`src/rtl/glitch_pkg.sv`:
```
// Shared types and sizing constants for the glitch sweep logic.
package glitch_pkg;

  localparam int GLITCH_WIDTH  = 32;
  localparam int ATTEMPT_CNT_W = 16;

  typedef enum logic [2:0] {
    S_IDLE,
    S_FIRE,
    S_WAIT,
    S_SETTLE,
    S_DONE
  } sweep_state_t;

  // Bits needed for a down-counter that must hold the larger of two cycle counts.
  function automatic int timer_width(input int unsigned a, input int unsigned b);
    int unsigned m;
    m = (a > b) ? a : b;
    return (m < 1) ? 1 : $clog2(m + 1);
  endfunction

endpackage

```
`src/rtl/cycle_timer.sv`:
```
// Loadable down-counter; expired_o is high in the last cycle of a loaded interval.
module cycle_timer #(
  parameter int W = 8
) (
  input  logic         clk,
  input  logic         rst,
  input  logic         load_i,
  input  logic [W-1:0] value_i,
  output logic         expired_o
);

  logic [W-1:0] count_q;

  // NOTE: sequential state uses non-blocking assignments so every flop samples pre-edge values.
  always_ff @(posedge clk) begin
    if (rst) begin
      count_q <= '0;
    end else if (load_i) begin
      count_q <= value_i;
    end else if (count_q != '0) begin
      count_q <= count_q - W'(1);
    end
  end

  // A load of N yields N cycles of counting with expiry flagged on the Nth.
  assign expired_o = (count_q == W'(1));

endmodule

```
`src/rtl/glitch_sweep_sequencer.sv`:
```
// Offset sweep engine: fires one glitch attempt per offset, waits for completion or timeout, settles, advances.
module glitch_sweep_sequencer
  import glitch_pkg::*;
#(
  parameter int          WIDTH          = GLITCH_WIDTH,
  parameter int unsigned TIMEOUT_CYCLES = 1_000_000,
  parameter int unsigned SETTLE_CYCLES  = 10_000
) (
  input  logic                     clk,
  input  logic                     rst,
  input  logic [WIDTH-1:0]         cfg_offset_start,
  input  logic [WIDTH-1:0]         cfg_offset_end,
  input  logic [WIDTH-1:0]         cfg_offset_step,
  input  logic [WIDTH-1:0]         cfg_duration,
  input  logic                     start,
  input  logic                     abort,
  input  logic                     attempt_done,
  output logic                     target_reset,
  output logic [WIDTH-1:0]         offset,
  output logic [WIDTH-1:0]         duration,
  output logic                     busy,
  output logic                     sweep_done,
  output logic [ATTEMPT_CNT_W-1:0] attempt_count,
  output logic                     timeout_err
);

  localparam int                 TIMER_W      = timer_width(TIMEOUT_CYCLES, SETTLE_CYCLES);
  localparam logic [TIMER_W-1:0] TIMEOUT_LOAD = TIMER_W'(TIMEOUT_CYCLES);
  localparam logic [TIMER_W-1:0] SETTLE_LOAD  = TIMER_W'(SETTLE_CYCLES);

  sweep_state_t             state_q;
  logic [WIDTH-1:0]         offset_q;
  logic [WIDTH-1:0]         duration_q;
  logic [WIDTH-1:0]         end_q;
  logic [WIDTH-1:0]         step_q;
  logic [ATTEMPT_CNT_W-1:0] count_q;
  logic                     target_reset_q;
  logic                     busy_q;
  logic                     sweep_done_q;
  logic                     timeout_err_q;

  logic [WIDTH:0]           next_offset_d;
  logic                     last_attempt;
  logic                     timer_load;
  logic [TIMER_W-1:0]       timer_value;
  logic                     timer_expired;

  // Extra top bit catches wrap-around so the sweep never jumps back to a low offset.
  assign next_offset_d = {1'b0, offset_q} + {1'b0, step_q};
  assign last_attempt  = (step_q == '0) || next_offset_d[WIDTH] ||
                         (next_offset_d[WIDTH-1:0] > end_q) || (offset_q >= end_q);

  // The single timer is armed for the timeout on FIRE and for the settle gap on leaving WAIT.
  assign timer_load  = (state_q == S_FIRE) ||
                       ((state_q == S_WAIT) && (attempt_done || timer_expired));
  assign timer_value = (state_q == S_FIRE) ? TIMEOUT_LOAD : SETTLE_LOAD;

  cycle_timer #(
    .W (TIMER_W)
  ) u_timer (
    .clk       (clk),
    .rst       (rst),
    .load_i    (timer_load),
    .value_i   (timer_value),
    .expired_o (timer_expired)
  );

  always_ff @(posedge clk) begin
    if (rst) begin
      state_q        <= S_IDLE;
      offset_q       <= '0;
      duration_q     <= '0;
      end_q          <= '0;
      step_q         <= '0;
      count_q        <= '0;
      target_reset_q <= 1'b0;
      busy_q         <= 1'b0;
      sweep_done_q   <= 1'b0;
      timeout_err_q  <= 1'b0;
    end else if (abort) begin
      // Abort freezes offset/duration/count; only the control flags drop.
      state_q        <= S_IDLE;
      target_reset_q <= 1'b0;
      busy_q         <= 1'b0;
      sweep_done_q   <= 1'b0;
    end else begin
      case (state_q)
        S_IDLE: begin
          if (start) begin
            offset_q       <= cfg_offset_start;
            duration_q     <= cfg_duration;
            end_q          <= cfg_offset_end;
            step_q         <= cfg_offset_step;
            count_q        <= '0;
            timeout_err_q  <= 1'b0;
            target_reset_q <= 1'b1;
            busy_q         <= 1'b1;
            state_q        <= S_FIRE;
          end
        end
        S_FIRE: begin
          target_reset_q <= 1'b0;
          if (count_q != '1) count_q <= count_q + ATTEMPT_CNT_W'(1);
          state_q <= S_WAIT;
        end
        S_WAIT: begin
          if (attempt_done) begin
            state_q <= S_SETTLE;
          end else if (timer_expired) begin
            timeout_err_q <= 1'b1;
            state_q       <= S_SETTLE;
          end
        end
        S_SETTLE: begin
          if (timer_expired) begin
            if (last_attempt) begin
              sweep_done_q <= 1'b1;
              state_q      <= S_DONE;
            end else begin
              offset_q       <= next_offset_d[WIDTH-1:0];
              target_reset_q <= 1'b1;
              state_q        <= S_FIRE;
            end
          end
        end
        S_DONE: begin
          sweep_done_q <= 1'b0;
          busy_q       <= 1'b0;
          state_q      <= S_IDLE;
        end
        default: begin
          target_reset_q <= 1'b0;
          busy_q         <= 1'b0;
          sweep_done_q   <= 1'b0;
          state_q        <= S_IDLE;
        end
      endcase
    end
  end

  assign target_reset  = target_reset_q;
  assign offset        = offset_q;
  assign duration      = duration_q;
  assign busy          = busy_q;
  assign sweep_done    = sweep_done_q;
  assign attempt_count = count_q;
  assign timeout_err   = timeout_err_q;

endmodule

```
`config.mk`:
```
export PLATFORM = sky130hd
export DESIGN_NAME = glitch_sweep_sequencer
export DESIGN_NICKNAME = d
export VERILOG_FILES = /design/src/rtl/glitch_pkg.sv /design/src/rtl/cycle_timer.sv /design/src/rtl/glitch_sweep_sequencer.sv
export SDC_FILE = /design/constraint.sdc
export NUM_CORES = 1
export LEC_CHECK = 0
export CORE_MARGIN = 10
export CORE_UTILIZATION = 47
export CTS_CLUSTER_SIZE = 25
export DETAILED_ROUTE_END_ITERATION = 8
export HOLD_SLACK_MARGIN = 0.08
export PLACE_DENSITY = 0.78
export SETUP_SLACK_MARGIN = 0.4
export SYNTH_ARGS = -nofsm -noshare
export SYNTH_HDL_FRONTEND = slang
export SYNTH_SLANG_ARGS = --single-unit
```
`constraint.sdc`:
```
create_clock -name clk -period 4.3 [get_ports clk]
set_input_delay 0.645 -clock clk [delete_from_list [all_inputs] [get_ports clk]]
set_output_delay 0.645 -clock clk [all_outputs]
set_load 0.03 [all_outputs]
```
==> impl_metrics.json <==
{
  "status": "complete, but fails checks",
  "violations": "setup timing",
  "r2r_slack_ns": -0.63,
  "fmax_ghz": 0.203,
  "dp_hpwl_mm": 25.4,
  "cts_made_buffers": 17,
  "synth_area_sq_mm": 0.00995,
  "arrival_ns": 5.28,
  "tns_ns": -20.44,
  "cp-start-kind": "register",
  "cp-startpoint": "step_q[8]",
  "cap_violations": 0,
  "ys_seq_area_frac": 0.344,
  "grt_pass1_wl_mm": 55.0,
  "drt-initial-drc-count": 922,
  "reg2reg_from": "step_q[8]",
  "core_area_sq_mm": 0.0210,
  "dr.pass1.iters": 5,
  "vias_per_cell": 5.75,
  "ys_async_sr_fraction": 0,
  "leakagePower_nw": 6.02,
  "worstMarginPinSlew_ns": 0.933,
  "finalMaxSlewViolations": 0,
  "synth_mux_area_frac": 0.00729,
  "clock_latency_ns": 0.45,
  "ant_nets": 0,
  "io_pins": 217,
  "synthXorXnorAreaFrac": 0.0528,
  "drive_gt1_frac": 0.184,
  "hold_viol": 0,
  "fin_skew_ns": 0.0189,
  "yosys.area_share.simple": 0.242,
  "yosys_warnings": 0,
  "vias": 11100,
  "numPortBuffers": 216,
  "setup_ws_ns": -0.629,
  "worst-r2r-cell-count": 22,
  "crit_type": "reg -> reg",
  "end_kind": "register",
  "slew_headroom": 0.378,
  "cts_tree": "yes",
  "cp-endpoint": "offset[21]",
  "p_per_area_mw_per_mm2": 364,
  "clk_path_buf_depth": 2,
  "dieArea_sq_mm": 0.0274,
  "ir_worst_vdd_mv": 0.292,
  "dieWidth_um": 166,
  "post-route-min-period_ns": 4.93,
  "nets": 1871,
  "synth_ff_type": "dfxtp_1",
  "synth_top_family_by_area": "simple AND/OR/NAND/NOR gates",
  "grt_max_degree": 78,
  "avgRoutedWirePerCell_um": 19.5,
  "synth.distinct_cells": 60,
  "critPathMaxFanout": 5,
  "wl_mm": 37.5,
  "grt-busiest-layer": "met2",
  "grt_use_met2": 0.415,
  "hp-class": "reg -> reg",
  "cts_max_level": 4,
  "rsz0062_at_grt": "true",
  "rows": 53,
  "power_mw": 5.40,
  "worst_ep_required_time_ns": 4.65,
  "drc": 0,
  "path_cells": "ha_4, o21ai_1, o211ai_1, o311ai_4, o211ai_1, and3_1, a41o_1, nand2_2, a21oi_2, xor2_1, ha_1, nand4_1, or4_4, nor3_4, nor2_1, a311oi_2, nand2_2, a21oi_4, buf_8, clkbuf_16, nand2b_1, o32ai_1",
  "area_growth_pct": 49.2,
  "grt_pass1_vias": 10800,
  "grt_use_met3": 0.0957,
  "routabilityCongestion": 0.969,
  "synth-adder-area-share": 0.126,
  "syn_nets": 1531,
  "grt.total_usage": 0.248,
  "final_common_cell": "nand2_1",
  "synthCells": 1298,
  "clk_pin_slew_ns": 0.08,
  "cts.sinks": 171,
  "ctsRootBufferMaster": "clkbuf_16",
  "hold_path_depth": 2,
  "critical-path-slowest-cell": "or4_4",
  "die_h_um": 166,
  "mostFrequentLayoutCells": "300 x nand2_1, 215 x clkdlybuf4s50_1, 168 x a21oi_1",
  "rr_endpoint": "offset[21]",
  "grt_use_met1": 0.283,
  "start_util": 0.475,
  "finalCritPeriodShare": 1.15,
  "syn_area_per_cell_sq_um": 7.67,
  "synth_edf_count": 0,
  "synth-seq-cells": 171,
  "antenna_found_initial": 2,
  "slowest_delay_ns": 0.59,
  "synth-compound-area-share": 0.183,
  "overflow": 0,
  "setup_viol": 36
}
-- layout make-up --
class / count / area, sq um
clock buffer: 17 / 425
timing repair buffer: 386 / 3660
antenna: 1 / 2.50
tap: 275 / 344
clock inverter: 15 / 175
multi-input combinational: 1016 / 6610
inverter: 46 / 173
fill: 1623 / 6110
sequential: 171 / 3450
-- through the flow --
step                      utilization  cell area [sq um]  hold slack (ns)  instances  setup WS (ns)
final                           0.708              14800            0.454       1927         -0.629
after global routing            0.708              14800            0.477       1926         -0.755
after CTS                       0.677              14200            0.457       1912         -0.421
after detailed placement        0.641              13400            0.448       1869         -0.469
after global placement          0.641              13400            0.440       1869         -0.349
after floorplan                     -              10100            0.436       1298         -0.163
-- power by group --
| part | leakage (nW) | internal [mW] | switching, mW |
|---|---|---|---|
| clock network | 0.288 | 0.833 | 0.770 |
| registers | 1.41 | 1.74 | 0.144 |
| logic | 4.32 | 0.887 | 1.03 |
-- flip-flops by register name (all words and copies together), names as in the netlist, 3 cells and up --
register,cells
end_q,32
state_q,3
offset,32
attempt_count,16
step_q,32
duration,32
u_timer.count_q,20
-- worst max-delay path: cells and delay by family, from the launching register on --
family / cells / cell delay (ns)
flip-flops: 1 / 0.36
buffers and inverters: 2 / 0.35
AO/OA/AOI/OAI: 9 / 1.91
AND/OR/NAND/NOR: 8 / 1.54
adder cells (fa/ha/maj): 2 / 0.58
XOR/XNOR: 1 / 0.09
-- kinds of logic (layout without fill, tap and decap cells) --
family | after synthesis | count (layout)
buf+inv | 111 | 464
flops | 171 | 171
fa+ha+maj | 100 | 100
xor+xnor | 60 | 60
other cells | 0 | 1
mux | 7 | 7
simple gates | 545 | 545
compound gates | 304 | 304
-- synthesized netlist by cell type, drive strengths merged, types with 4 or more instances --
cell / number / area (sq um)
o211ai: 9 / 67.6
nor2: 105 / 394
ha: 99 / 1240
a21o: 8 / 60.1
nand3: 22 / 110
xnor2: 34 / 298
and4: 4 / 35.0
or4: 4 / 30.0
nand2: 303 / 1140
dfxtp: 171 / 3420
a31oi: 7 / 43.8
nor4: 18 / 140
mux2i: 5 / 50.1
nor2b: 9 / 56.3
xor2: 26 / 228
clkbuf: 50 / 188
o21ai: 37 / 185
a211oi: 8 / 60.1
buf: 15 / 83.8
and2: 4 / 25.0
nand4: 21 / 131
o21a: 4 / 30.0
a21oi: 175 / 887
nor3: 17 / 90.1
or3: 7 / 43.8
nand2b: 9 / 56.3
inv: 46 / 173
a311oi: 31 / 272
a221oi: 4 / 35.0
and3: 10 / 62.6
-- worst min-delay path by stage --
stage	slack, ns	startpoint	to
6_report	0.45	duration[2]	duration[2]
2_1_floorplan	0.44	end_q[10]	end_q[10]
3_3_place_gp	0.44	duration[26]	duration[26]
4_1_cts	0.46	duration[2]	duration[2]
5_1_grt	0.48	duration[17]	duration[17]
3_5_place_dp	0.45	duration[2]	duration[2]
-- what timing repair did --
action	in CTS	in global routing
gates cloned	2	7
endpoints found under the setup margin	36	36
resized for setup	11	86
setup buffers	9	7
pin swaps	6	48
hold buffers	0	0
-- layer usage --
layer / vias to the layer above / wire, um
met5: - / 13
met4: 2 / 1450
met3: 130 / 4250
met2: 593 / 17500
met1: 5143 / 14300
li1: 5218 / -
No activity file was read; power rests on OpenSTA's default activity.
